<file path="config.mk">
export PLATFORM = sky130hd
export DESIGN_NAME = shift_add_mult8
export DESIGN_NICKNAME = d
export VERILOG_FILES = /design/src/rtl/shift_add_mult8.sv
export SDC_FILE = /design/constraint.sdc
export NUM_CORES = 1
export LEC_CHECK = 0
export ABC_AREA = 1
export CAP_MARGIN = 20
export CORE_MARGIN = 2
export CORE_UTILIZATION = 50
export CTS_CLUSTER_DIAMETER = 80
export CTS_CLUSTER_SIZE = 10
export DETAILED_ROUTE_END_ITERATION = 8
export GPL_ROUTABILITY_DRIVEN = 1
export PLACE_DENSITY = 0.78
export SLEW_MARGIN = 5
export SYNTH_ARGS = -nofsm -noshare
export SYNTH_HDL_FRONTEND = slang
export SYNTH_HIERARCHICAL = 1
export SYNTH_SLANG_ARGS = --single-unit
export TNS_END_PERCENT = 30
</file>
<file path="constraint.sdc">
create_clock -name clk -period 5.1 [get_ports clk]
set_input_delay 0.51 -clock clk [delete_from_list [all_inputs] [get_ports clk]]
set_output_delay 0.51 -clock clk [all_outputs]
set_load 0.005 [all_outputs]
</file>
<file path="src/rtl/shift_add_mult8.sv">
// Sequential 8x8 unsigned shift-and-add multiplier (IDLE -> RUN -> DONE); one adder, one bit per cycle.
// Optional macro SHIFT_ADD_MULT8_EARLY_TERM_EN finishes as soon as no set multiplier bits remain.

module bi8carryadder (
    input  logic [7:0] a,
    input  logic [7:0] b,
    input  logic       cin,
    output logic [7:0] sum,
    output logic       cout
);
    logic [8:0] carry;

    assign carry[0] = cin;

    for (genvar i = 0; i < 8; i++) begin : g_fa
        assign sum[i]     = a[i] ^ b[i] ^ carry[i];
        assign carry[i+1] = (a[i] & b[i]) | (carry[i] & (a[i] ^ b[i]));
    end

    assign cout = carry[8];
endmodule

module shift_add_mult8 (
    input  logic        clk,
    input  logic        rst,
    input  logic        start,
    input  logic [7:0]  multiplicand,
    input  logic [7:0]  multiplier,
    output logic        busy,
    output logic        done,
    output logic [15:0] product
);
    localparam logic [1:0] S_IDLE = 2'd0;
    localparam logic [1:0] S_RUN  = 2'd1;
    localparam logic [1:0] S_DONE = 2'd2;

    logic [1:0]  state;
    logic [7:0]  m_reg;
    logic [7:0]  q_reg;
    logic [7:0]  a_reg;
    logic [2:0]  count;
    logic [7:0]  add_b;
    logic [7:0]  sum;
    logic        c_bit;
    logic [7:0]  a_next;
    logic [7:0]  q_next;
    logic        last_iter;
    logic [15:0] result_next;

    assign add_b = q_reg[0] ? m_reg : 8'h00;

    bi8carryadder u_add (
        .a    (a_reg),
        .b    (add_b),
        .cin  (1'b0),
        .sum  (sum),
        .cout (c_bit)
    );

    // {C,A,Q} shifted right by one; the carry falls into the top of A
    assign a_next = {c_bit, sum[7:1]};
    assign q_next = {sum[0], q_reg[7:1]};

`ifdef SHIFT_ADD_MULT8_EARLY_TERM_EN
    logic [7:0] pending_mask;
    logic [2:0] remaining;

    // q_reg[7-count:1] still holds multiplier bits not yet processed
    assign pending_mask = (8'hFF >> count) & 8'hFE;
    assign remaining    = 3'd7 - count;
    assign last_iter    = (q_reg & pending_mask) == 8'h00;
    assign result_next  = {a_next, q_next} >> remaining;
`else
    assign last_iter   = (count == 3'd7);
    assign result_next = {a_next, q_next};
`endif

    always_ff @(posedge clk or posedge rst) begin
        if (rst) begin
            state   <= S_IDLE;
            busy    <= 1'b0;
            done    <= 1'b0;
            product <= 16'h0000;
            m_reg   <= 8'h00;
            q_reg   <= 8'h00;
            a_reg   <= 8'h00;
            count   <= 3'd0;
        end else begin
            case (state)
                S_RUN: begin
                    a_reg <= a_next;
                    q_reg <= q_next;
                    count <= count + 3'd1;
                    if (last_iter) begin
                        state   <= S_DONE;
                        busy    <= 1'b0;
                        done    <= 1'b1;
                        product <= result_next;
                    end
                end
                default: begin
                    if (start) begin
                        m_reg <= multiplicand;
                        q_reg <= multiplier;
                        a_reg <= 8'h00;
                        count <= 3'd0;
                        state <= S_RUN;
                        busy  <= 1'b1;
                        done  <= 1'b0;
                    end else begin
                        state <= S_IDLE;
                        busy  <= 1'b0;
                        done  <= 1'b0;
                    end
                end
            endcase
        end
    end
endmodule

</file>
Word level (Yosys, flattened, before mapping)

Index checks and enable logic that the tools add are counted.

Muxes and demuxes: 15
Equal/unequal tests: 3
Add/sub/neg operators: 1
Bitwise gates (word level): 38
Reduce and logical (&&, ||, !) cells: 3

Operators by type and width:

| kind                                                                   | number |
|---|---|
| 8-bit two-way mux                                                      | 5 |
| 1-bit AND                                                              | 15 |
| 1-bit XOR                                                              | 15 |
| 1-bit bitwise OR                                                       | 7 |
| 1-bit two-way mux                                                      | 6 |
| 3-bit two-way mux                                                      | 2 |
| 2-bit two-way mux                                                      | 2 |
| 2-bit AND reduction                                                    | 2 |
| 3-bit by 1-bit adder with 3-bit output (second input constant)         | 1 |
| 3-bit equality test (second input constant)                            | 1 |
| 2-bit by 1-bit equality test with 1-bit output (second input constant) | 1 |
| 2-bit inequality test (second input constant)                          | 1 |
| 2-bit nonzero test                                                     | 1 |
| 1-bit NOT                                                              | 1 |

Logic and storage cells: 68
Flip-flop bits (word level): 47

Logic depth before layout (Yosys ltp)

Depth in word-level cells: 17
Depth in mapped cells: 17
Gate-level depth less buffers: 16

By module

Netlist, hierarchy kept.

By module, submodules not included:

| module          | times used | cells an instance | area an instance (sq um) |
|---|---|---|---|
| shift_add_mult8 | 1          | 224               | 1930.6 |
| bi8carryadder   | 1          | 18                | 197.7 |

Worst setup path after synthesis

OpenSTA, ideal clock, no wires.

Kind: register to register
Start: register q_reg[0]
End: register a_reg[6]
Cell stages (with the launch flop): 18
Path buffers: 1
Setup time: 65 ps
Slack: 1299 ps
Arrival: 3736 ps
Cells stage by stage: dfrtp_1 > clkbuf_1 > nand2_1 > inv_1 > fa_1 > inv_1 > fa_1 > inv_1 > fa_1 > fa_1 > fa_1 > fa_1 > fa_1 > inv_1 > fa_1 > inv_1 > nand2_1 > nand2_1

Longest elaborated chain between the ends: 16
Elaborated cells between the ends (all ways): 29

RTL lines:

| what                    | line | source |
|---|---|---|
| from (decl)             | 39   | `logic [7:0] q_reg;` |
| from (signal assigned)  | 92   | `q_reg <= q_next;` |
| from (signal assigned)  | 104  | `q_reg <= multiplier;` |
| 8-bit two-way mux       | 50   | `assign add_b = q_reg[0] ? m_reg : 8'h00;` |
| net add_b[0]            | 42   | `logic [7:0] add_b;` |
| 1-bit AND (2 in series) | 17   | `assign carry[i+1] = (a[i] & b[i]) \| (carry[i] & (a[i] ^ b[i]));` |
| 1-bit bitwise OR        | 17   |  |
| 1-bit AND               | 17   |  |
| 1-bit bitwise OR        | 17   |  |
| 1-bit AND               | 17   |  |
| 1-bit bitwise OR        | 17   |  |
| 1-bit AND               | 17   |  |
| 1-bit bitwise OR        | 17   |  |
| 1-bit AND               | 17   |  |
| 1-bit bitwise OR        | 17   |  |
| 1-bit AND               | 17   |  |
| 1-bit bitwise OR        | 17   |  |
| 1-bit XOR               | 16   | `assign sum[i] = a[i] ^ b[i] ^ carry[i];` |
| net sum[7]              | 43   | `logic [7:0] sum;` |
| 8-bit two-way mux       | 89   | `case (state)` |
| to (signal assigned)    | 91   | `a_reg <= a_next;` |
| to (decl)               | 40   | `logic [7:0] a_reg;` |

The timed path passes the listed nets, and every way through them passes these cells.
A chain may end at the register's enable or synchronous reset.

Worst setup path in the final report

Ends and elaborated chain as after synthesis.

==> metrics.csv <==
stage;metric;value;unit
timing;fmax;251.2;MHz
global_route;overflow;0;
cts;cts_buffers;5;
pwr;power_frac_comb;41.2;%
global_route;grt_pass1_vias;1563;
place;placedCellCount;319;
setup_path;worstPathArrival;4.22;ns
final_layout;fillers;358;
timing;rsz0062_at_grt;false;
floorplanning;ios;37;
cts;cts_tree;yes;
setup_path;reg2reg_slack;1.12;ns
floorplanning;die_w;69.24;microns
hold_path;min_path_type;register to register;
timing;finalCriticalPeriod;3.981;ns
detailed_routing;drcViolationCount;0;
global_route;track_usage;18.19;%
cts;root_buffer;clkbuf_8;
cts;numClockSinks;45;
global_route;grt_max_degree;46;
detailed_routing;via_count;1594;
pwr;powerDensity;558.1;nW/um^2
logic_synthesis;synth.ff_latch_count;45;
place;numPortBuffers;36;
timing;fin_hold_ws;0.4771;ns
pwr;p_int;0.8943;mW
detailed_routing;initialDrtViolationCount;57;
logic_synthesis;syn_area;2128;sq um
timing;worstMarginPinSlew;0.7243;ns
cts;htree_levels;2;
place;place_ws;1.132;ns
timing;fin_ws;1.119;ns
logic_synthesis;syn_inst;242;
final_layout;largest_register_ffs;16;
floorplanning;start_util;52.45;%
timing;setup_viol;0;
setup_path;r2r-start;q_reg[0]$_DFFE_PP0P_;
logic_synthesis;syn-num-nets;271;
final_layout;area_growth;20.40;%
timing;slew_viol_final;0;
final_layout;multi_input_area;833.3;sq um
detailed_routing;wl;3.921;mm
hold_path;hold_depth;2;
floorplanning;die_area;4794;sq um
cts;clockBufferDepth;2;
timing;setup_tns;0;ns
floorplanning;core_area;4058;sq um
setup_path;reg2reg_depth;16;
detailed_routing;drtPass1Iterations;4;
logic_synthesis;netlist-cell-type-count;17;
floorplanning;rows;23;
cts;ctsHoldBuffers;0;
logic_synthesis;syn_area_per_cell;8.795;sq um
final_layout;seqCellArea;1126;sq um
detailed_routing;vias_per_cell;4.875;
pwr;p_sw;0.5358;mW
final_layout;num_antenna_cells;0;
setup_path;critPathCaptureType;register;
timing;slew_headroom;51.53;%
detailed_routing;ant_nets;0;
setup_path;worst-path-max-fanout;9;
logic_synthesis;yosys_warnings;6;
logic_synthesis;synth_seq_area_share;52.91;%
hold_path;hp-start;m_reg[0]$_DFFE_PP0P_;
pwr;vdd_drop_max;0.2537;mV
global_route;grt_pass1_wl;6.872;mm
timing;skew;0.005174;ns
timing;finalCritPeriodShare;78.07;%
timing;hold_viol;0;
final_layout;layout.nets;305;
global_route;antenna_found_initial;0;
detailed_routing;avgRoutedWirePerCell;11.99;microns
cts;clkSlewWorstSetupHoldPaths;0.08;ns
run;drv_cap;0;
setup_path;crit_type;register to register;
setup_path;r2r_end;a_reg[6]$_DFFE_PP0P_;
cts;post_cts_buffers;0;
final_layout;drive_gt1_share;4.693;%
floorplanning;chipHeight;69.24;microns
pwr;seqPwrFrac;44.0;%
final_layout;max_flop_register;product;
setup_path;cp-start-kind;register;
cts;post_cts_resized;0;
pwr;swShare;37.47;%
place;hpwl;2.806;mm
pwr;p_leak;1.371;nW
cts;clock_latency;0.30;ns
final_layout;final_util;63.15;%
pwr;pwr-share-clk;14.8;%
place;place.gp.congestion;0.7572;
final_layout;final_cell_count_no_fill;327;
hold_path;whs_endpoint;m_reg[0]$_DFFE_PP0P_;
setup_path;cp.required;5.34;ns
outcome;outcome;finished clean;
critical path, cell delays in order, from the launching register on:
cell     delay, ns
dfrtp_1       0.47
nand2_1       0.09
inv_1         0.06
fa_1          0.38
inv_1         0.07
fa_1          0.15
inv_1         0.05
fa_1          0.37
fa_1          0.39
fa_1          0.39
fa_1          0.39
fa_1          0.36
inv_1         0.08
fa_1          0.43
inv_1         0.09
nand2_1       0.06
nand2_1       0.10
area by class of cell:
class | count | area share, %
clock buffer | 6 | 2.832
timing repair buffer | 37 | 14.36
clock inverter | 2 | 0.3906
multi-input combinational | 163 | 32.52
sequential | 45 | 43.95
inverter | 24 | 3.516
tap | 50 | 2.441
power by group through the flow:
stage / sequential [mW] / clock, mW / combinational, mW
5_1_grt: 0.653 / 0.236 / 0.670
4_1_cts: 0.631 / 0.217 / 0.601
3_5_place_dp: 0.636 / 0 / 0.594
3_3_place_gp: 0.629 / 0 / 0.579
2_1_floorplan: 0.614 / 0 / 0.407
6_report: 0.629 / 0.212 / 0.589
routing by layer:
metal  wire length (microns)  part of all wire (%)  up-vias  track usage, %
met5                       0                     0        -               0
met4                      65                   1.7        0           6.972
met3                     176                   4.5        6           5.233
met2                    1830                    47       38           28.21
met1                    1848                    47      750           24.34
li1                        -                     -      800               -
Yosys cell counts:
library cell  instances  share of area [%]
nand2_1             114                 20
dfrtp_1              45                 53
nand3_1              32                7.5
inv_1                23                4.1
fa_1                  8                7.5
buf_6                 4                2.1
buf_2                 3               0.71
buf_4                 2               0.71
ha_1                  2                1.2
nor2_1                2               0.35
clkbuf_1              1               0.18
conb_1                1               0.18
inv_2                 1               0.18
nand2_2               1               0.29
nand2_4               1               0.53
nor2_4                1               0.53
nor2_8                1               0.94
placed cells by master (no fill, tap or decap):
cell type	n
nand2_1	114
dfrtp_1	45
clkdlybuf4s50_1	36
nand3_1	32
inv_1	23
fa_1	8
clkbuf_8	5
nor2_1	2
ha_1	2
clkinv_2	2
nand2_4	1
nor2_8	1
inv_2	1
nor2_4	1
nand2_2	1
clkbuf_1	1
buf_4	1
conb_1	1
metrics by stage:
stage | total power [mW] | instance area [sq um]
after CTS | 1.448 | 2562
after global placement | 1.208 | 2480
after global routing | 1.559 | 2562
after floorplan | 1.022 | 2128
after detailed placement | 1.231 | 2480
final | 1.430 | 2562
how the worst max path moves through the flow:
stage                     slack (ns)  depth (start not counted)                    to            startpoint
final                           1.12                         16  a_reg[6]$_DFFE_PP0P_  q_reg[0]$_DFFE_PP0P_
after global routing            0.86                         16  a_reg[6]$_DFFE_PP0P_  q_reg[0]$_DFFE_PP0P_
after CTS                       1.10                         16  a_reg[6]$_DFFE_PP0P_  q_reg[0]$_DFFE_PP0P_
after detailed placement        1.13                         16  a_reg[6]$_DFFE_PP0P_  q_reg[0]$_DFFE_PP0P_
after global placement          1.27                         16  a_reg[6]$_DFFE_PP0P_  q_reg[0]$_DFFE_PP0P_
after floorplan                 1.30                         17  a_reg[6]$_DFFE_PP0P_  q_reg[0]$_DFFE_PP0P_
cell families after synthesis:
kind of cell,after synthesis,share of synthesized area [%]
fa+ha+maj,10,8.700
buf+inv,34,7.935
flops,45,52.91
other cells,1,0.1762
simple gates,152,30.28
Power figures use the tool's default switching activity.
